**src/rtl/ysyx_24080014_pkg.sv**
```systemverilog
// Shared definitions for the ysyx_24080014 core: IFU state encoding,
// AXI response codes and the instruction word presented on an access fault.
package ysyx_24080014_pkg;

    typedef enum logic [1:0] {
        IFU_IDLE = 2'd0,
        IFU_AR   = 2'd1,
        IFU_R    = 2'd2,
        IFU_OUT  = 2'd3
    } ifu_state_e;

    localparam logic [1:0]  AXI_RESP_OKAY = 2'b00;
    localparam logic [31:0] INST_FAULT    = 32'h0000_0000;

    // An instruction fetch must be word aligned; any set low bit is a fault.
    function automatic logic is_misaligned(input logic [1:0] addr_lo);
        return (addr_lo != 2'b00);
    endfunction

endpackage

```
**src/rtl/ysyx_24080014_ifu.sv**
```systemverilog
// Instruction fetch unit: takes a pc from the PC stage, performs one
// single-beat AXI4-Lite read and hands {inst, inst_pc, fault} to decode
// through a valid/ready handshake. A flush discards whatever is in flight;
// a read already issued on the bus is still completed, then thrown away.
module ysyx_24080014_ifu
    import ysyx_24080014_pkg::*;
#(
    parameter int ADDR_W = 32,
    parameter int INST_W = 32
) (
    input  logic              clk,
    input  logic              rst,
    input  logic [ADDR_W-1:0] pc,
    input  logic              pc_valid,
    input  logic              flush,
    output logic              busy,
    output logic [ADDR_W-1:0] araddr,
    output logic              arvalid,
    input  logic              arready,
    input  logic [INST_W-1:0] rdata,
    input  logic [1:0]        rresp,
    input  logic              rvalid,
    output logic              rready,
    output logic              out_valid,
    input  logic              out_ready,
    output logic [INST_W-1:0] inst,
    output logic [ADDR_W-1:0] inst_pc,
    output logic              fault
);

    ifu_state_e        state_q, state_d;
    logic [ADDR_W-1:0] req_addr_q;
    logic [INST_W-1:0] inst_q;
    logic [ADDR_W-1:0] inst_pc_q;
    logic              fault_q;
    logic              drop_q;

    // Next-state selection for the fetch sequence IDLE -> AR -> R -> OUT.
    always_comb begin
        state_d = state_q;
        case (state_q)
            IFU_IDLE: begin
                if (pc_valid && !flush) begin
                    state_d = is_misaligned(pc[1:0]) ? IFU_OUT : IFU_AR;
                end else begin
                    state_d = IFU_IDLE;
                end
            end
            IFU_AR: begin
                if (arready) begin
                    state_d = IFU_R;
                end else begin
                    state_d = IFU_AR;
                end
            end
            IFU_R: begin
                if (rvalid) begin
                    state_d = (drop_q || flush) ? IFU_IDLE : IFU_OUT;
                end else begin
                    state_d = IFU_R;
                end
            end
            IFU_OUT: begin
                if (flush || out_ready) begin
                    state_d = IFU_IDLE;
                end else begin
                    state_d = IFU_OUT;
                end
            end
            default: state_d = IFU_IDLE;
        endcase
    end

    // State register; reset abandons any transaction immediately.
    always_ff @(posedge clk) begin
        if (rst) begin
            state_q <= IFU_IDLE;
        end else begin
            state_q <= state_d;
        end
    end

    // Request address, output payload and the pending-drop flag.
    always_ff @(posedge clk) begin
        if (rst) begin
            req_addr_q <= {ADDR_W{1'b0}};
            inst_q     <= {INST_W{1'b0}};
            inst_pc_q  <= {ADDR_W{1'b0}};
            fault_q    <= 1'b0;
            drop_q     <= 1'b0;
        end else begin
            case (state_q)
                IFU_IDLE: begin
                    if (pc_valid && !flush) begin
                        if (is_misaligned(pc[1:0])) begin
                            // Misaligned pc never reaches the bus.
                            inst_q    <= INST_W'(INST_FAULT);
                            inst_pc_q <= pc;
                            fault_q   <= 1'b1;
                        end else begin
                            req_addr_q <= pc;
                        end
                    end else begin
                        req_addr_q <= req_addr_q;
                    end
                end
                IFU_AR: begin
                    // arvalid must stay up once raised, so a flush is only remembered.
                    if (flush) begin
                        drop_q <= 1'b1;
                    end else begin
                        drop_q <= drop_q;
                    end
                end
                IFU_R: begin
                    if (rvalid) begin
                        if (drop_q || flush) begin
                            drop_q <= 1'b0;
                        end else begin
                            inst_q    <= (rresp != AXI_RESP_OKAY) ? INST_W'(INST_FAULT) : rdata;
                            inst_pc_q <= req_addr_q;
                            fault_q   <= (rresp != AXI_RESP_OKAY);
                        end
                    end else if (flush) begin
                        drop_q <= 1'b1;
                    end else begin
                        drop_q <= drop_q;
                    end
                end
                IFU_OUT: begin
                    inst_q <= inst_q;
                end
                default: begin
                    drop_q <= 1'b0;
                end
            endcase
        end
    end

    assign busy      = (state_q != IFU_IDLE);
    assign arvalid   = (state_q == IFU_AR);
    assign rready    = (state_q == IFU_R);
    assign out_valid = (state_q == IFU_OUT);
    assign araddr    = req_addr_q;
    assign inst      = inst_q;
    assign inst_pc   = inst_pc_q;
    assign fault     = fault_q;

endmodule

```
**config.mk**
```make
export PLATFORM = sky130hd
export DESIGN_NAME = ysyx_24080014_ifu
export DESIGN_NICKNAME = d
export VERILOG_FILES = /design/src/rtl/ysyx_24080014_pkg.sv /design/src/rtl/ysyx_24080014_ifu.sv
export SDC_FILE = /design/constraint.sdc
export NUM_CORES = 1
export LEC_CHECK = 0
export CAP_MARGIN = 5
export CORE_ASPECT_RATIO = 1.4
export CORE_MARGIN = 2
export CORE_UTILIZATION = 25
export DETAILED_ROUTE_END_ITERATION = 7
export RECOVER_POWER = 100
export REMOVE_ABC_BUFFERS = 1
export SLEW_MARGIN = 20
export SYNTH_ARGS = -nofsm -noshare
export SYNTH_HDL_FRONTEND = slang
export SYNTH_SLANG_ARGS = --single-unit
```
**constraint.sdc**
```tcl
create_clock -name clk -period 4.13 [get_ports clk]
set_input_delay 1.0325 -clock clk [delete_from_list [all_inputs] [get_ports clk]]
set_output_delay 1.0325 -clock clk [all_outputs]
set_load 0.02 [all_outputs]
```
After elaboration in Yosys (flattened, before gate mapping)
Index checks and enable logic that the tools add are counted.

Mux-type cells: 27. Bitwise logic cells: 1. Reduce and logical (&&, ||, !) cells: 13. Equal/unequal tests: 8.

Operator list (number): $mux W32 (9); $pmux W32 S2 (2); $mux W2 (6); $reduce_bool A2 Y1 (5); $ne A2 B2 Y1 const B (4); $pmux W2 S4 (1); $mux W1 (7); $reduce_and A5 Y1 (1); $eq A2 B2 Y1 const B (2); $pmux W1 S2 (2); $ne A3 B2 Y1 const B (1); $reduce_and A3 Y1 (1); $eq A2 B1 Y1 const B (1); $logic_not A2 Y1 (1); $logic_or A1 B1 Y1 (2); $reduce_and A2 Y1 (1); $logic_and A1 B1 Y1 (1); $logic_not A1 Y1 (1); $not A1 Y1 (1).

Input port bits: 73. Register bits after elaboration: 100.

Logic depth before layout (Yosys ltp)
Word-level depth: 5. Gate-level depth with buffers: 8.

Least setup slack after synthesis
No wires, ideal clock.

Kind: input port to flip-flop. Start point: input rvalid. End point: register inst_pc_q[12], in the netlist inst_pc[12]. Path slack: 2.091 ns. Data arrival time: 1.893 ns. Library setup time: 0.146 ns. Data required time: 3.984 ns. Stages on the path: 6. Path through: nand2_1 -> o32ai_2 -> and2_1 -> buf_6 -> buf_4 -> a211oi_2.

Word-level cells in the longest chain between the ends: 2.

RTL lines: start, declared (line ysyx_24080014_ifu.sv:22) `input logic rvalid,`; $ne A2 B2 Y1 (no source line); $reduce_and A5 Y1 (no source line); end signal, assigned (line ysyx_24080014_ifu.sv:88) `inst_pc_q <= {ADDR_W{1'b0}};`; end signal, assigned (line ysyx_24080014_ifu.sv:98) `inst_pc_q <= pc;`; end signal, assigned (line ysyx_24080014_ifu.sv:121) `inst_pc_q <= req_addr_q;`; end, declared (line ysyx_24080014_ifu.sv:34) `logic [ADDR_W-1:0] inst_pc_q;`.

Every way passes these cells. A chain may end at the register's enable or synchronous reset.

Worst setup path in the final report
Start point: input flush. End point: register inst_q[17], in the netlist inst[17].

Word-level cells in the longest chain between the ends: 4.

RTL lines: start, declared (line ysyx_24080014_ifu.sv:15) `input logic flush,`; $logic_not A1 Y1 (line ysyx_24080014_ifu.sv:94) `if (pc_valid && !flush) begin`; $logic_and A1 B1 Y1 (line ysyx_24080014_ifu.sv:94); $ne A2 B2 Y1 (no source line); $reduce_and A5 Y1 (no source line) (*); end signal, assigned (line ysyx_24080014_ifu.sv:87) `inst_q <= {INST_W{1'b0}};`; end signal, assigned (line ysyx_24080014_ifu.sv:97) `inst_q <= INST_W'(INST_FAULT);`; end signal, assigned (line ysyx_24080014_ifu.sv:120) `inst_q <= (rresp != AXI_RESP_OKAY) ? INST_W'(INST_FAULT) : rdata;`; end, declared (line ysyx_24080014_ifu.sv:33) `logic [INST_W-1:0] inst_q;`.

Mark *: on every way between the ends. The rest lies on a longest branch, timed or not.

==> out/results.ini <==
[status]
status=completed

[floorplanning]
die-area_um2=18300
coreArea_um2=16800
pin_count=174
dieHeight_um=159
rows=56
start_util=0.256
die-width_um=115

[global_routing]
met3_usage=0.0396
gr-usage-met2=0.241
antenna_found_initial=0
grt_pass1_vias=4032
grt_usage=0.142
grt_max_degree=41
grt_pass1_wl_mm=20.7
grt.busiest_layer=met2
gr-total-overflow=0
use_met1=0.167

[cells_and_area]
fin_nets=693
area_delta_synth_final_pct=47.0
final_cells=822
diodes=0
drive_gt1_frac=0.0565
stdcell_area_um2=6340
fillCellCount=1712
post-route-util=0.377

[place]
place_congestion=0.765
place_inst=807
place_area_um2=6180
hpwl_mm=9.06
numPortBuffers=173

[yosys]
synth.distinct_cells=29
yosys.area.top_type_share=0.464
synth_cells=465
ys_seq_area_frac=0.464
synthTopCellsByCount=100 x dfxtp_1, 65 x a21oi_1, 62 x nand2_1, 33 x nand2b_1
async_flop_share=0
ys_ff_latch=100
ys_warn_count=0
syn_area_per_cell_um2=9.27
synth.most_common_cell=dfxtp_1
synth_ff_type=dfxtp_1
syn_area_um2=4310
synth_edf_count=0
synthTopCellsByArea=dfxtp_1 46%, a211oi_2 8.1%, a21oi_1 7.5%
yosys.area.top_type=dfxtp_1

[sta]
fin_skew_ps=4.47
slew_viol_final=0
rsz0062_at_grt=false
slew_headroom=0.0789
finalSetupViolations=0
tightest_slew_ps=1380
post-route-min-period_ps=3150
fin_crit_sh=0.763
hold_viol=0
max_freq_ghz=0.317
setup_tns_ps=0

[setup_path]
end_kind=flip-flop
worstPathArrival_ps=3330
crit_slowest_cell=clkbuf_1
critPathMaxStageDelay_ps=930
path_cells=clkdlybuf4s50_1 -> nand2b_1 -> o21ai_4 -> and2_2 -> clkbuf_1 -> o21ai_0
critical_path.max_fanout=25
worstSetupPathType=input port to flip-flop
cp-start-kind=input port
critPathBufInv=2
required_ps=4310
cp_top_family=buffers and inverters

[route]
wl_mm=13.2
vias_per_cell=4.89
drc_errors=0
vias=4021
wl_per_cell_um=16.1
dr.first_iter.drc_count=219
drt_pass1_iterations=4
postRouteAntennaNets=0

[power]
p_leak_nw=2.38
power_density_nw_per_um2=395
p_total_mw=2.50
ir_drop_uv=155

[cts]
clk_latency_ps=350
cts_root_buffer=clkbuf_16
htreeDepth=3
clockBufferDepth=2
hold_buffers=0
cts_resized=0
cts_setup_buffers=0
cts_sinks=100
cts_tree=built
clk_pin_slew_ps=60
numCtsBuffers=9

[flow_run]
max_cap_violations=0

[min_path]
hold_path_class=flip-flop to flip-flop

-- state kept, by name, summed over array words and instances, names as in the netlist --
| name | cells |
|---|---|
| araddr | 32 |
| drop_q | 1 |
| fault | 1 |
| inst | 32 |
| inst_pc | 32 |
| state_q | 2 |
-- path summary, 6_finish.rpt --
path / start / to / slack (ps) / cells past startpoint
max: flush / inst[17] / 980 / 6
min: araddr[23] / araddr[23] / 460 / 2
max reg2reg: state_q[0] / inst[17] / 1370 / 7
min reg2reg: araddr[23] / araddr[23] / 460 / 2
-- layout by cell type (no fill, tap or decap), drive strengths merged, types with 4 or more instances in the layout --
master,instances
a211oi,33
a21oi,65
buf,9
clkbuf,14
clkdlybuf4s50,71
dfxtp,100
dlygate4sd3,101
ha,5
inv,4
mux2i,32
nand2,62
nand2b,33
nand4,32
nor3b,4
o21ai,35
-- cells by family after synthesis --
kind of cell,count (synthesis),synth area share
AO/OA/AOI/OAI,139,0.221
AND/OR/NAND/NOR,139,0.167
flip-flops,100,0.464
buffers and inverters,50,0.0589
multiplexers,32,0.0743
adder cells (fa/ha/maj),5,0.0145
-- through the flow --
stage	setup WS, ps	hold slack [ps]
final	980	464
after floorplan	-2020	513
after detailed placement	1130	458
after global placement	1220	451
after global routing	846	492
after CTS	1230	469
-- report_power, final --
| group | internal [mW] | total (mW) | switching [mW] |
|---|---|---|---|
| Sequential | 1.03 | 1.06 | 0.0367 |
| Clock | 0.480 | 0.844 | 0.364 |
| Combinational | 0.248 | 0.596 | 0.348 |
| Total | 1.76 | 2.50 | 0.748 |
-- final cells by class --
type | count | area [um^2] | share of cell area
repair buffers | 185 | 1810 | 0.285
well taps | 203 | 254 | 0.0401
flip-flops and latches | 100 | 2000 | 0.316
inverters | 4 | 15.0 | 0.00237
multi-input cells | 315 | 1970 | 0.310
clock inverters | 5 | 52.6 | 0.00829
clock buffers | 10 | 239 | 0.0377
-- worst reg2reg max path: cells and delay by family (launching register included) --
| family | cells | cell delay, ps |
|---|---|---|
| adders and majority gates | 1 | 230 |
| and+or+nand+nor | 1 | 190 |
| DFF | 1 | 350 |
| buffers and inverters | 3 | 1360 |
| AOI/OAI and AO/OA | 2 | 460 |
-- metal layers --
layer / up-vias / part of all wire
met5: - / 0
met2: 151 / 0.50
met4: 0 / 0.020
met1: 1895 / 0.42
met3: 19 / 0.065
li1: 1956 / -
Note: power is estimated with default switching activity, not from simulation.
